`config.mk`:
```
export PLATFORM = sky130hd
export DESIGN_NAME = nonrestoring_div
export DESIGN_NICKNAME = d
export VERILOG_FILES = /design/src/rtl/nonrestoring_div.sv
export SDC_FILE = /design/constraint.sdc
export NUM_CORES = 1
export LEC_CHECK = 0
export ABC_AREA = 1
export ABC_CLOCK_PERIOD_IN_PS = 4750
export CORE_MARGIN = 2
export CORE_UTILIZATION = 62
export DETAILED_ROUTE_END_ITERATION = 10
export PLACE_DENSITY = 0.94
export SLEW_MARGIN = 20
export SYNTH_ARGS = -nofsm -noshare
export SYNTH_HDL_FRONTEND = slang
export SYNTH_SLANG_ARGS = --single-unit
```
`constraint.sdc`:
```
create_clock -name clk -period 4.75 [get_ports clk]
set_clock_uncertainty 0.15 [all_clocks]
set_input_delay 0.475 -clock clk [delete_from_list [all_inputs] [get_ports clk]]
set_output_delay 0.475 -clock clk [all_outputs]
set_load 0.02 [all_outputs]
```
`src/rtl/nonrestoring_div.sv`:
```
// nonrestoring_div: multi-cycle signed radix-2 non-restoring divider, quotient truncates toward zero,
// remainder takes the dividend's sign; same vld_in/done handshake as the sequential multiplier.
module nonrestoring_div #(
    parameter int WIDTH_D = 8,
    parameter int WIDTH_V = 8
) (
    input  logic               clk,
    input  logic               rstn,
    input  logic               vld_in,
    input  logic [WIDTH_D-1:0] dividend,
    input  logic [WIDTH_V-1:0] divisor,
    output logic [WIDTH_D-1:0] quotient,
    output logic [WIDTH_V-1:0] remainder,
    output logic               done,
    output logic               div_by_zero
);
    localparam int CW = $clog2(WIDTH_D + 1);

    typedef enum logic [1:0] {IDLE, CALC, FIX, OUTPUT} state_t;

    state_t             state, state_nx;
    logic [WIDTH_D-1:0] q;
    logic [WIDTH_V-1:0] b;
    logic [WIDTH_V:0]   p;
    logic [CW-1:0]      count;
    logic               sign_q, sign_r, dz;
    logic [WIDTH_V:0]   b_ext, p_sh, p_step, p_fix;
    logic [WIDTH_V-1:0] r_mag;

    // One P width is enough: |P| never exceeds |divisor| <= 2^(WIDTH_V-1), so 2P still fits.
    always_comb begin
        b_ext  = {1'b0, b};
        p_sh   = {p[WIDTH_V-1:0], q[WIDTH_D-1]};
        p_step = p[WIDTH_V] ? p_sh + b_ext : p_sh - b_ext;
        p_fix  = p[WIDTH_V] ? p + b_ext : p;
        r_mag  = p_fix[WIDTH_V-1:0];
    end

    always_ff @(posedge clk or negedge rstn) begin
        if (!rstn) state <= IDLE;
        else       state <= state_nx;
    end

    always_comb begin
        state_nx = state;
        if (!vld_in) state_nx = IDLE;
        else begin
            case (state)
                IDLE:   state_nx = CALC;
                CALC:   state_nx = (count == CW'(WIDTH_D - 1)) ? FIX : CALC;
                FIX:    state_nx = OUTPUT;
                OUTPUT: state_nx = IDLE;
            endcase
        end
    end

    always_ff @(posedge clk or negedge rstn) begin
        if (!rstn) begin
            q           <= '0;
            b           <= '0;
            p           <= '0;
            count       <= '0;
            sign_q      <= 1'b0;
            sign_r      <= 1'b0;
            dz          <= 1'b0;
            quotient    <= '0;
            remainder   <= '0;
            done        <= 1'b0;
            div_by_zero <= 1'b0;
        end else begin
            done <= 1'b0;
            if (vld_in) begin
                case (state)
                    IDLE: begin
                        q      <= dividend[WIDTH_D-1] ? -dividend : dividend;
                        b      <= divisor[WIDTH_V-1] ? -divisor : divisor;
                        sign_q <= dividend[WIDTH_D-1] ^ divisor[WIDTH_V-1];
                        sign_r <= dividend[WIDTH_D-1];
                        dz     <= divisor == '0;
                        p      <= '0;
                        count  <= '0;
                    end
                    CALC: begin
                        p     <= p_step;
                        q     <= {q[WIDTH_D-2:0], ~p_step[WIDTH_V]};
                        count <= count + CW'(1);
                    end
                    FIX: begin
                        quotient    <= dz ? '1 : (sign_q ? -q : q);
                        remainder   <= sign_r ? -r_mag : r_mag;
                        div_by_zero <= dz;
                    end
                    OUTPUT: done <= 1'b1;
                endcase
            end
        end
    end
endmodule
```
# Word level (Yosys, flattened, before mapping)
# Cells that the tools add are included.
[totals]
input_bits = 19
output_inout_bits = 18
regBits = 52
[op_classes]
muxes = 15
add_sub_neg = 8
eq_ne = 4
reduce_logical = 6
n_bitwise = 2
[ops]
columns = ["cell", "count"]
rows = [
  ["two-way mux 8 bit", 6],
  ["negator 8 bit", 4],
  ["one-hot mux 9 bit (2 select lines)", 1],
  ["one-hot mux 8 bit (2 select lines)", 1],
  ["adder 9 x 8 -> 9 bit", 1],
  ["two-way mux 9 bit", 1],
  ["subtractor 9 x 8 -> 9 bit", 1],
  ["adder 8 bit", 1],
  ["logical NOT 8 bit", 1],
  ["one-hot mux 2 bit (4 select lines)", 1],
  ["one-hot mux 4 bit (2 select lines)", 1],
  ["AND reduction 2 bit", 3],
  ["adder 4 x 1 -> 4 bit (second input constant)", 1],
  ["== test 2 bit (second input constant)", 2],
  ["== test 4 x 3 -> 1 bit (second input constant)", 1],
  ["two-way mux 2 bit", 2],
  ["== test 2 x 1 -> 1 bit (second input constant)", 1],
  ["logical NOT 2 bit", 1],
  ["two-way mux 1 bit", 2],
  ["nonzero test 2 bit", 1],
  ["inverter 1 bit", 1],
  ["XOR 1 bit", 1],
]

# Logic depth before layout (Yosys ltp)
[logic_depth]
word_depth = 4
ltp_mapped = 16

# Worst setup path after synthesis
# No wires, ideal clock.
[synth_timing]
path_type = "flip-flop to flip-flop"
start = "register b[1]"
end = "register p[6]"
arrival_time_ns = 2.095
t_required_ns = 4.467
synth_period_minus_slack_ns = 2.378
path_slack_ns = 2.372
stages_incl_launch_ff = 15
path_cell_list = "dfrtp_1 > inv_1 > ha_1 > inv_1 > o21ai_0 > inv_1 > fa_1 > o21ai_0 > nand2_1 > inv_1 > nand2_1 > nand2_1 > a21oi_1 > o21ai_0 > o21ai_0"
[synth_between]
elab_chain_len = 3
elab_cells_between_ends = 4
cone_classes = "2 x add/sub; 2 x mux"
[synth_rtl]
columns = ["element", "line_no", "text"]
rows = [
  ["from (decl)", "23", "logic [WIDTH_V-1:0] b;"],
  ["from (signal assigned)", "76", "b <= divisor[WIDTH_V-1] ? -divisor : divisor;"],
  ["subtractor 9 x 8 -> 9 bit / adder 9 x 8 -> 9 bit (equally long branches)", "34", "p_step = p[WIDTH_V] ? p_sh + b_ext : p_sh - b_ext;"],
  ["two-way mux 9 bit *", "34", ""],
  ["one-hot mux 9 bit (2 select lines) *", "73", "case (state)"],
  ["to (signal assigned)", "84", "p <= p_step;"],
  ["to (decl)", "24", "logic [WIDTH_V:0] p;"],
]
# Mark *: on every way between the ends. The rest lies on a longest branch, timed or not.
# A chain may end at the register's enable or synchronous reset.

# Worst setup path after layout
[layout_timing]
start = "register b[1]"
end = "register p[8]"
# Same word-level chain as after synthesis.

==> metrics.yaml <==
cts_tree: "done"
synth_top_area_share_pct: 36.9
grt_pass1_vias: 3207
p_sw_share_pct: 47.6
drcViolationCount: 0
hold_violations: 0
comb_power_share_pct: 56.9
synthTopCellsByArea: "dfrtp_1 37%, nand2_1 13%, ha_1 8.2%"
antennaDiodeCount: 0
sequentialPowerShare_pct: 30.4
power.total_w: 0.00248
min_path_type: "primary input to async pin"
ys_types: 36
crit_required_ps: 4840
ir_drop_mv: 0.331
dpl.cell_count: 577
routedWlPerCell_um: 14.9
die_w_um: 79.4
cts_root_buffer: "clkbuf_8"
endpoint_kind: "register"
synth_seq_area_share_pct: 36.9
syn_area_per_cell_um2: 7.39
synth.largest_area_cell: "dfrtp_1"
core_area_um2: 5510
cts_resized: 0
cts_sinks: 52
intPower_w: 0.00130
grt_pass1_wl_um: 14500
clkPwrFrac_pct: 12.7
grt_max_degree: 53
synth_nets: 521
crit_fanout: 4
htree_levels: 2
die-area_um2: 6300
fin_cells: 585
max-cap-violations: 0
antenna_found_initial: 0
via_count: 3398
post-route-min-period_ps: 2920
critPathLaunchType: "register"
hold_ws_ps: 119
grt_use_total_pct: 29.5
cts_setup_buffers: 0
p_per_area_nw_per_um2: 614
rsz0062_at_grt: "no"
p_sw_w: 0.00118
fin_setup_tns_ps: 0
drt_iter0_markers: 253
crit_arrival_ps: 3010
p_leak_nw: 2.03
final_util_pct: 73.5
gp_congestion: 0.942
antenna_left: 0
syn-instance-count: 477
fmax_ghz: 0.342
dr.pass1.iters: 5
area_growth_pct: 14.9
drive_gt1_share_pct: 4.87
slew_viol_final: 0
path_clk_slew_ps: 100
ys_ff_latch: 52
status: "finished, final reports clean"
std_cell_rows: 27
cts_buffer_depth: 2
hold_buffers: 0
nNetsFinal: 556
synth-warning-count: 0
hpwl_um: 6500
maxSlewHeadroom_pct: 56.6
timing.setup.critical_path_class: "register to register"
numCtsBuffers: 5
start_util_pct: 64.0
setup_viol: 0
syn_area_um2: 3520
clk-insertion-delay-late_ps: 320
io_pins: 37
wirelength_um: 8710
worstMarginPinSlew_ps: 651
drt-vias-per-instance: 5.81
die_h_um: 79.4
finalCritPeriodShare_pct: 61.5
grt_overflow: 0
io_buffers: 36
-- placed cells by master, fill, tap and decap left out, types with 6 or more instances in the layout --
cell             synthesis  layout
nand2_1                119     119
nand3_1                 26      26
a31oi_1                  9       9
xor2_1                  16      16
clkdlybuf4s50_1          0      35
a21oi_1                 20      20
nor3_1                   7       7
ha_1                    23      23
o221ai_1                 6       6
dfrtp_1                 52      52
inv_1                   62      62
o21ai_0                 34      34
nor2_1                  46      46
-- final timing paths --
check / start / endpoint / slack [ps] / cells past startpoint
min in group clk: remainder[6] / remainder[6] / 330 / 2
worst min-delay path: rstn / remainder[1] / 120 / 2
worst max register to register: b[1] / p[8] / 1830 / 13
worst min register to register: remainder[6] / remainder[6] / 330 / 2
worst max-delay path: b[1] / p[8] / 1830 / 13
max in group asynchronous: rstn / p[5] / 3900 / 2
-- kinds of logic (layout without fill, tap and decap cells) --
family          after synthesis  after routing  synth area share (%)
compound gates               91             91                  15.3
xor+xnor                     20             20                  4.97
simple gates                212            212                  25.0
flops                        52             52                  36.9
fa+ha+maj                    25             25                  9.30
buf+inv                      77            113                  8.49
-- worst max-delay path: stages, from the launching register on --
cell,delay [ps]
dfrtp_1,450
inv_1,120
ha_1,320
inv_1,50
o21ai_0,280
inv_1,110
fa_1,430
o21ai_0,310
a21oi_1,150
nand2_1,90
nand2_1,50
nor2_1,180
nand2_1,70
o21ai_0,90
-- synth_stat cells, drive strengths merged --
| master | number |
|---|---|
| inv | 67 |
| o211ai | 2 |
| xor2 | 16 |
| or2 | 3 |
| o221ai | 6 |
| o21a | 1 |
| o22ai | 4 |
| dfrtp | 52 |
| a21o | 2 |
| nor2 | 50 |
| nor3 | 8 |
| o31ai | 5 |
| nand3 | 26 |
| o21ai | 39 |
| fa | 2 |
| nand4 | 4 |
| a21oi | 20 |
| xnor2 | 4 |
| nand2 | 120 |
| a31oi | 9 |
| buf | 4 |
| o41ai | 2 |
| ha | 23 |
| clkbuf | 6 |
| a22o | 1 |
| nand3b | 1 |
-- flip-flops by register name (all words and copies together), names as in the netlist --
signal,flops
remainder,8
sign_r,1
p,9
count,4
sign_q,1
quotient,8
state,2
done,1
div_by_zero,1
b,8
dz,1
q,8
-- power groups by stage --
stage	clock network, W	registers [W]	logic [W]
4_1_cts	0.000316	0.000748	0.00139
5_1_grt	0.000330	0.000775	0.00159
6_report	0.000316	0.000754	0.00141
3_5_place_dp	0	0.000757	0.00136
2_1_floorplan	0	0.000769	0.000958
3_3_place_gp	0	0.000747	0.00128
-- layer usage --
layer | part of all wire, % | GRT usage, % | up-vias
met3 | 7.4 | 4.75 | 35
li1 | - | - | 1638
met5 | 0 | 0 | -
met2 | 49 | 51.8 | 152
met1 | 40 | 36.2 | 1573
met4 | 3.2 | 11.7 | 0
-- per-stage QoR --
step           instance area, um^2  setup WS [ps]
5_1_grt                       4050           1580
4_1_cts                       4050           1850
6_report                      4050           1830
2_1_floorplan                 3520           2370
3_3_place_gp                  3940           1740
3_5_place_dp                  3940           1600
-- layout make-up --
class	count	area, um^2
timing repair buffer	38	370
sequential	52	1300
clock inverter	2	38.8
clock buffer	6	72.6
inverter	67	251
fill	417	1460
multi-input combinational	348	1920
tap	72	90.1
No activity file was read; power rests on OpenSTA's default activity.
